--- src/rtl/shift_tx_pkg.sv ---
// Shared definitions for the shift_tx serialiser: FSM state encoding and
// the default payload width.
package shift_tx_pkg;

  // Default payload width in bits.
  localparam int DATA_W_DEFAULT = 8;

  // Frame sequencer states. PARITY is only reachable when the optional
  // parity bit is compiled in.
  typedef enum logic [2:0] {
    IDLE   = 3'd0,
    START  = 3'd1,
    SHIFT  = 3'd2,
    PARITY = 3'd3,
    STOP   = 3'd4
  } state_e;

endpackage

--- src/rtl/dff_r.sv ---
// D flip-flop with asynchronous active-low reset to a configurable value.
// Also provides the complement output. The complement is derived directly
// from q, so it stays the exact inverse of q during reset as well.
module dff_r #(
  parameter logic RESET_VAL = 1'b0
) (
  input  logic clk_i,
  input  logic rst_ni,
  input  logic d_i,
  output logic q_o,
  output logic q_bar_o
);

  // Storage element: load d on each rising edge, force RESET_VAL while in reset.
  always_ff @(posedge clk_i or negedge rst_ni) begin
    if (!rst_ni) begin
      q_o <= RESET_VAL;
    end else begin
      q_o <= d_i;
    end
  end

  assign q_bar_o = ~q_o;

endmodule

--- src/rtl/shift_tx.sv ---
// shift_tx: parallel-to-serial frame transmitter.
// Frame: start bit (0), DATA_W data bits LSB first, optional even-parity
// bit, one stop bit (IDLE_LEVEL). A new word may be accepted in the STOP
// cycle, which gives back-to-back frames with no idle gap.
// Optional feature macro: PARITY_EN (adds the PARITY state and bit).
module shift_tx
  import shift_tx_pkg::*;
#(
  parameter int   DATA_W     = DATA_W_DEFAULT,
  parameter logic IDLE_LEVEL = 1'b1
) (
  input  logic              clk,
  input  logic              reset_n,
  input  logic              load_valid,
  output logic              load_ready,
  input  logic [DATA_W-1:0] load_data,
  output logic              tx_q,
  output logic              tx_q_bar,
  output logic              busy,
  output logic              done
);

  localparam int                CNT_W    = $clog2(DATA_W);
  localparam logic [CNT_W-1:0]  CNT_LAST = CNT_W'(DATA_W - 1);

  state_e             state_q, state_d;
  logic [DATA_W-1:0]  shreg_q, shreg_d;
  logic [CNT_W-1:0]   cnt_q, cnt_d;
  logic               tx_d;
  logic               accept;
`ifdef PARITY_EN
  logic               parity_q, parity_d;
`endif

  assign load_ready = (state_q == IDLE) || (state_q == STOP);
  assign accept     = load_valid && load_ready;
  assign busy       = (state_q != IDLE);
  assign done       = (state_q == STOP);

  // Next-state, datapath and next serial bit. tx_d is the bit that becomes
  // visible after the coming edge, so it is chosen by the state being
  // entered; it never depends on load_data directly.
  always_comb begin
    state_d  = state_q;
    shreg_d  = shreg_q;
    cnt_d    = cnt_q;
    tx_d     = IDLE_LEVEL;
`ifdef PARITY_EN
    parity_d = parity_q;
`endif
    case (state_q)
      IDLE, STOP: begin
        if (accept) begin
          state_d  = START;
          shreg_d  = load_data;
          cnt_d    = '0;
          tx_d     = 1'b0;
`ifdef PARITY_EN
          parity_d = ^load_data;
`endif
        end else begin
          state_d = IDLE;
        end
      end
      START: begin
        // Bit 0 goes out next; pre-shift so bit 1 sits at the LSB.
        state_d = SHIFT;
        cnt_d   = '0;
        tx_d    = shreg_q[0];
        shreg_d = shreg_q >> 1;
      end
      SHIFT: begin
        if (cnt_q == CNT_LAST) begin
`ifdef PARITY_EN
          state_d = PARITY;
          tx_d    = parity_q;
`else
          state_d = STOP;
          tx_d    = IDLE_LEVEL;
`endif
        end else begin
          cnt_d   = cnt_q + CNT_W'(1);
          tx_d    = shreg_q[0];
          shreg_d = shreg_q >> 1;
        end
      end
`ifdef PARITY_EN
      PARITY: begin
        state_d = STOP;
        tx_d    = IDLE_LEVEL;
      end
`endif
      default: begin
        state_d = IDLE;
      end
    endcase
  end

  // State and datapath registers; reset aborts any frame in flight at once.
  always_ff @(posedge clk or negedge reset_n) begin
    if (!reset_n) begin
      state_q  <= IDLE;
      shreg_q  <= '0;
      cnt_q    <= '0;
`ifdef PARITY_EN
      parity_q <= 1'b0;
`endif
    end else begin
      state_q  <= state_d;
      shreg_q  <= shreg_d;
      cnt_q    <= cnt_d;
`ifdef PARITY_EN
      parity_q <= parity_d;
`endif
    end
  end

  dff_r #(
    .RESET_VAL (IDLE_LEVEL)
  ) u_tx_reg (
    .clk_i   (clk),
    .rst_ni  (reset_n),
    .d_i     (tx_d),
    .q_o     (tx_q),
    .q_bar_o (tx_q_bar)
  );

endmodule

--- config.mk ---
export PLATFORM = sky130hd
export DESIGN_NAME = shift_tx
export DESIGN_NICKNAME = d
export VERILOG_FILES = /design/src/rtl/shift_tx_pkg.sv /design/src/rtl/dff_r.sv /design/src/rtl/shift_tx.sv
export SDC_FILE = /design/constraint.sdc
export NUM_CORES = 1
export LEC_CHECK = 0
export CORE_MARGIN = 1
export CORE_UTILIZATION = 34
export CTS_BUF_LIST = sky130_fd_sc_hd__clkbuf_2
export CTS_CLUSTER_DIAMETER = 40
export CTS_CLUSTER_SIZE = 25
export DETAILED_ROUTE_END_ITERATION = 10
export DONT_BUFFER_PORTS = 1
export GPL_TIMING_DRIVEN = 0
export PLACE_DENSITY = 0.5
export SLEW_MARGIN = 20
export SYNTH_ARGS = -nofsm -noshare
export SYNTH_HDL_FRONTEND = slang
export SYNTH_SLANG_ARGS = --single-unit
--- constraint.sdc ---
create_clock -name clk -period 2.3 [get_ports clk]
set_input_delay 0.575 -clock clk [delete_from_list [all_inputs] [get_ports clk]]
set_output_delay 0.575 -clock clk [all_outputs]
set_load 0.01 [all_outputs]
**Word level (Yosys, flattened, before mapping)**

Index checks and enable logic that the tools add are counted.

- Bits in registers: 15
- Output and inout bits: 5
- Word-level logic and storage cells: 32

- $add $sub $neg: 1
- Eq/ne operators: 7
- Multiplexer cells: 12
- Bitwise logic cells: 1
- Reductions and logical operators: 7

Operators by type and width:

| operator | number |
|---|---|
| $pmux W8 S3 | 1 |
| $pmux W3 S3 | 2 |
| $mux W8 | 2 |
| $mux W3 | 3 |
| $eq A3 B3 Y1 const B | 2 |
| $ne A2 B2 Y1 const B | 3 |
| $reduce_bool A3 Y1 | 2 |
| $add A3 B1 Y3 const B | 1 |
| $eq A3 B1 Y1 const B | 1 |
| $eq A3 B2 Y1 const B | 1 |
| $logic_not A3 Y1 | 1 |
| $mux W1 | 3 |
| $pmux W1 S3 | 1 |
| $reduce_and A3 Y1 | 1 |
| $reduce_or A2 Y1 | 1 |
| $logic_and A1 B1 Y1 | 1 |
| $logic_or A1 B1 Y1 | 1 |
| $not A1 Y1 | 1 |

**Longest topological paths before layout**

Gate-level depths: netlist of run 1.

- Depth after elaboration: 5
- Mapped depth: 6
- Mapped depth without buffers: 5

**Modules after synthesis**

From an unflattened synthesis of run 1, not the netlist that was laid out.

- Cell total of the unflattened synthesis: 76
- Area, all modules: 800.8 µm²

By module, submodules not included:

| module | instances | cells an instance | area an instance (µm²) | seq. area each (µm²) |
|---|---|---|---|---|
| shift_tx | 1 | 74 | 770.7 | 350.3 |
| dff_r | 1 | 2 | 30.0 | 26.3 |

**Least setup slack after synthesis of run 1**

Ideal clock, no wire load.

- Path type: register to output
- Start point: register state_q[2]
- End point: output port done
- Arrival time: 1.187 ns
- Required time: 1.725 ns
- Slack: 0.538 ns
- Cell stages (with the launch flop): 4
- Cell sequence: dfrtp_1 > clkbuf_1 > clkinv_1 > nor3_1

- Cells in the longest elaborated chain, start to end: 1

RTL lines:

| item | RTL line | source |
|---|---|---|
| from (decl) | shift_tx.sv:26 | `state_e state_q, state_d;` |
| from (signal assigned) | shift_tx.sv:109 | `state_q <= state_d;` |
| $eq A3 B3 Y1 | shift_tx.sv:38 | `assign done = (state_q == STOP);` |
| to (decl) | shift_tx.sv:20 | `output logic done` |

Every way passes these cells.

**Worst setup path after layout of run 1**

Same ends and word-level chain as after synthesis.

==> results of run 1 <==
worst paths after layout:
kind / startpoint / to
setup / recovery: state_q[2] / done
hold / removal: reset_n / u_tx_reg.q_o
setup reg to reg: cnt_q[0] / cnt_q[1]
hold reg to reg: shreg_q[7] / shreg_q[7]
max in group asynchronous: reset_n / shreg_q[3]
min in group clk: load_valid / state_q[0]
report_power, final:
part | switching (uW) | leakage (uW) | internal [uW] | total, uW
Combinational | 371 | 0.000174 | 255 | 626
Clock | 86.4 | 0.0000164 | 39.4 | 126
Sequential | 64.3 | 0.000182 | 389 | 453
Total | 522 | 0.000373 | 683 | 1210
flip-flops by register name (all words and copies together) (netlist names):
| register | flops |
|---|---|
| cnt_q | 3 |
| shreg_q | 8 |
| state_q | 3 |
| u_tx_reg.q_o | 1 |
final cells by class:
class	count	area, um^2	share of cell area
multi-input cells	55	379.1	0.4329
flip-flops and latches	15	376.6	0.4300
plain buffers	5	35.03	0.04000
well taps	28	35.03	0.04000
inverters	5	20.02	0.02286
clock buffers	3	15.01	0.01714
repair buffers	1	10.01	0.01143
clock inverters	1	5.005	0.005714
cells by family after synthesis:
logic type | Yosys count
buffers and inverters | 11
adders and majority gates | 2
muxes | 3
and+or+nand+nor | 23
xor gates and xnor gates | 2
DFF | 15
AOI/OAI and AO/OA | 25
repair_timing:
item	4_1_cts	5_1_grt
gates resized for setup	1	0
endpoints found under the hold margin	14	0
setup endpoints to repair	2	0
hold buffers	1	0
worst max-delay path, cell delays in order (launching register included):
cell and delay (ps):
dfrtp_1 630, clkinv_2 260, nor3_1 340
Yosys cell counts (2+ instances only):
master and number:
nand3_1 8, inv_1 4, nand2_1 6, and2_1 2, a31oi_1 8, o21ai_0 7, clkbuf_1 3, mux2i_1 2
ha_1 2, dfrtp_1 14, buf_6 2, a311oi_1 7
metrics by stage:
stage,util,setup slack [ps],cells
5_1_grt,0.3922,68.97,113
3_5_place_dp,0.3798,203.2,109
2_1_floorplan,-,538.3,81
3_3_place_gp,0.3798,224.4,109
4_1_cts,0.3922,157.7,113
6_report,0.3922,215.0,113
metal layers:
| metal | part of all wire | up-vias |
|---|---|---|
| met2 | 0.47 | 11 |
| met5 | 0 | - |
| met1 | 0.48 | 320 |
| li1 | - | 310 |
| met4 | 0.0064 | 0 |
| met3 | 0.040 | 2 |
==> results.txt, run 1 <==
Outcome - finished clean
Relative slew slack - 0.5463
Die Footprint - 0.002592 mm^2
Register area share after synthesis - 0.4631
Vias per cell - 5.690
Ranking of synthesized cells by area - dfrtp_1, a311oi_1, a31oi_1
CTS sink count - 15
Initial cell density of the core - 0.3641
Ys async rst share - 1.000
GRT Util Overall - 0.1586
Post-Synth Simple-Gate Area - 0.1692
Total congestion overflow - 0
Power density over cell area - 1376 mW/mm^2
Worst-Skew Late Latency - 280 ps
First-pass GRT wire length - 2973 um
Min Tclk post-route - 2085 ps
Die X - 50.91 um
Max Transition Viols Final - 0
CP Capture Type - primary output
Post-Syn Instances - 81
Most common cell after layout, fill and taps aside - dfrtp_1
XOR/XNOR Fraction of Synth Area - 0.02154
Largest family of logic cells by synthesized area - compound AO/OA/AOI/OAI gates
Layout cells sized above 1 - 0.1176
Synth Cell Area - 813.3 um^2
Number of port buffers - 0
DR pass1 iterations - 4
Met1 GRT Util - 0.2059
Largest net degree at the start of global routing - 15
# diodes - 0
Syn_nets - 94
Post-DRT Antenna Nets - 0
Gp weighted congestion - 0.7677
Final hold viol count - 0
Busiest grt layer - met2
M2 GR Usage - 0.2368
Crit path kind - register to primary output
DPL Wire Length - 1284 um
Sum Neg Setup Slack - 0 ps
Peak supply drop - 0.5205 mV
Critical Path AT - 1510 ps
Total CTS buffers - 3
Leakage - 0.0003728 uW
H-tree levels - 1
P&R area growth vs syn - 7.692%
FF-to-FF setup slack - 300 ps
IO Pins - 16
CTS tree - yes
Met3 Track Usage GR - 0.06548
Number of flops mapped to enable cells by yosys - 0
Max-cap viol count - 0
Yosys cell types - 28
Clock buffer depth - 2
DR WL/cell - 16.61 um
Least-Margin Pin Slew - 678.3 ps
Final Cell Area - 875.8 um^2
CTS root buf - clkbuf_2
R2R cell count - 6
# setup viols final - 0
Critical Path Fanout Max - 12
Critical path required time - 1730 ps
Compound-Gate Fraction of Synth Area - 0.2062
Initial DRC count - 34
Die height - 50.91 um
# Post-CTS Setup Buffers - 0
Hold_ws - 110.3 ps
Final clock period utilization by the worst path - 0.9065
Post-Syn Area per Cell - 10.04 um^2
Cell row count - 17
DRC viols - 0
CP startpoint kind - register
Yosys top cell area share - 0.4308
YS warnings - 0
Vias in the first global route - 605
Register bit count reported by yosys - 15
Worst hold path class - input port to asynchronous set/reset pin
Fmax - 0.4796 GHz
Placed Area - 848.3 um^2
Ys flop type - dfrtp_1
Reg clk slew, reported paths - 150 ps
Core area - 0.002233 mm^2
Area leader, netlist - dfrtp_1
Clk_skew - 4.999 ps
Final #Nets - 99
Most frequent cells in the layout - dfrtp_1, nand3_1, a31oi_1, o21ai_0, a311oi_1
RSZ-0062 raised after global routing - no
Fill count - 234
Post-synthesis adder-cell area fraction - 0.03077
Final Power - 1205 uW
Multiplexer share of the synthesized area - 0.03846
Initial antenna violation count - 0
DRT Wirelength - 1877 um
Vias after detailed routing - 643
Power figures use the tool's default switching activity.
==> run 2, diff against run 1 <==
--- a/config.mk
+++ b/config.mk
@@ -12,7 +12,6 @@
 export CTS_CLUSTER_SIZE = 25
 export DETAILED_ROUTE_END_ITERATION = 10
 export DONT_BUFFER_PORTS = 1
-export GPL_TIMING_DRIVEN = 0
 export PLACE_DENSITY = 0.5
 export SLEW_MARGIN = 20
 export SYNTH_ARGS = -nofsm -noshare
==> run 2 against run 1 <==
Sequential share of layout area up 1.1 points. Flip-flop and latch count unchanged. Clock power up 3%.
==> results.txt, run 2 (synthesis gave the netlist of run 1 again) <==
Clk network pwr share - 0.111 (+0.007)
DR WL/cell - 16.60 um (about the same)
Most frequent cells in the layout - dfrtp_1, nand3_1, a31oi_1, o21ai_0, a311oi_1
Seq pwr share - 0.424 (+0.048)
Largest net degree at the start of global routing - 15 (unchanged)
Vias per cell - 5.609 (-1.4%)
Initial cell density of the core - 0.3641 (unchanged)
DR pass1 iterations - 4 (unchanged)
Critical Path Fanout Max - 12 (unchanged)
Peak supply drop - 0.5238 mV (+0.63%)
Cell row count - 17 (unchanged)
Total congestion overflow - 0 (unchanged)
Critical Path AT - 1370 ps (-140 ps)
Die height - 50.91 um (unchanged)
# Post-CTS Setup Buffers - 0 (unchanged)
Total CTS buffers - 3 (unchanged)
FF-to-FF setup slack - 430 ps (+130 ps)
Final clock period utilization by the worst path - 0.8437 (-0.06282)
# diodes - 0 (unchanged)
Initial DRC count - 25 (-26%)
Outcome - finished clean
Min Tclk post-route - 1940 ps (-144.5 ps)
Number of port buffers - 0 (unchanged)
Clk_skew - 5.981 ps (+0.9824 ps)
P&R area growth vs syn - 5.077%
Vias in the first global route - 682 (+13%)
Switching share of power - 0.4330 (about the same)
Comb pwr share - 0.465 (-0.055)
Final hold viol count - 0 (unchanged)
H-tree levels - 1 (unchanged)
Max Transition Viols Final - 0 (unchanged)
CTS tree - yes
Reg clk slew, reported paths - 140 ps (about the same)
IO Pins - 16 (unchanged)
Most common cell after layout, fill and taps aside - dfrtp_1
Worst path slowest cell - dfrtp_1
Util after Layout - 0.3826 (-0.009524)
Sum Neg Setup Slack - 0 ps (unchanged)
R2R cell count - 5 (-1)
Top Family by Delay on Critical Path - flip-flops
Final setup margin - 359.5 ps (+144.5 ps)
FF-to-FF End - cnt_q[1]
Relative slew slack - 0.5707 (+0.02438)
Worst hold path class - input port to asynchronous set/reset pin
DP Worst Slack - 439.5 ps (+236.3 ps)
Buf/Inv on CP - 2 (+1)
First-pass GRT wire length - 3091 um (+4.0%)
Final #Nets - 96 (-3.0%)
Critical path required time - 1730 ps (about the same)
Slowest cell delay on critical path - 620 ps (about the same)
Leakage - 0.0003631 uW (-2.6%)
Largest regs - shreg_q: 8 flops, cnt_q: 3 flops, state_q: 3 flops
CTS root buf - clkbuf_2
Max-cap viol count - 0 (unchanged)
CP Capture Type - primary output
# setup viols final - 0 (unchanged)
DPL Wire Length - 1249 um (-2.7%)
RR Startpoint - cnt_q[0]
Crit path kind - register to primary output
NetSw - 504.2 uW (-3.4%)
Post-DRT Antenna Nets - 0 (unchanged)
CTS sink count - 15 (unchanged)
CP startpoint kind - register
Layout cells sized above 1 - 0.09756 (-0.02009)
Vias after detailed routing - 617 (-4.0%)
CTS Hold Buffers Added - 1 (unchanged)
Fmax - 0.5153 GHz (+7.4%)
Pint - 660.3 uW (-3.4%)
Die Footprint - 0.002592 mm^2 (unchanged)
DRT Wirelength - 1826 um (-2.7%)
DRC viols - 0 (unchanged)
Worst-path cell chain - clkinv_1 > buf_4 > nand2_1
GRT Util Overall - 0.1651 (+0.006507)
Top reg by flops - shreg_q
Max reg flops - 8 (unchanged)
Die X - 50.91 um (unchanged)
Clock buffer depth - 2 (unchanged)
Initial antenna violation count - 0 (unchanged)
Core area - 0.002233 mm^2 (unchanged)
Least-Margin Pin Slew - 641.9 ps (-36.45 ps)
Power density over cell area - 1363 mW/mm^2 (-0.96%)
RSZ-0062 raised after global routing - no
Resize count post-CTS - 0 (-1)
Worst-Skew Late Latency - 290 ps (about the same)
Gp weighted congestion - 0.7595 (-1.1%)
-- run 2: cell types whose count changed in the layout (fill, tap and decap cells not counted), sizes merged --
cell    previous run  this run
clkinv             2         1
clkbuf             5         4
buf                3         2
-- run 2: power by group through the flow --
stage	Sequential (uW)	Combinational (uW)	Clock (uW)
final	494	541	130
after global routing	511	619	146
after CTS	493	544	136
after detailed placement	499	537	0
after global placement	497	527	0
after floorplan	443	503	0
-- run 2: routing by layer --
metal,vias up,part of all wire,track usage
met3,2,0.051,0.07738
met2,16,0.46,0.2456
met4,0,0.0049,0.07407
met1,292,0.49,0.2007
met5,-,0,0
li1,307,-,-
-- run 2: worst max-delay path by stage --
stage                     slack (ps)        to  startpoint  cells after the start
after global routing             240      busy  state_q[2]                      3
final                            360      busy  state_q[2]                      3
after floorplan                  540      done  state_q[2]                      3
after global placement           520  cnt_q[1]    cnt_q[0]                      5
after detailed placement         440  cnt_q[1]    cnt_q[0]                      5
after CTS                        330      busy  state_q[2]                      3
-- run 2: layout make-up --
cell class	instances	area, um^2
Sequential cell	15	376.6
Clock buffer	4	20.02
Multi-Input combinational cell	55	379.1
Tap cell	28	35.03
Fill cell	238	1379
Timing Repair Buffer	3	25.02
Inverter	5	18.77
-- run 2: metrics by stage --
step,std cells,total power (uW),cell area [um^2],hold WS [ps]
2_1_floorplan,81,945.8,813.3,279.4
3_3_place_gp,105,1024,824.5,279.9
3_5_place_dp,105,1036,824.5,280.0
4_1_cts,110,1173,854.6,94.17
5_1_grt,110,1276,854.6,73.60
6_report,110,1164,854.6,108.1
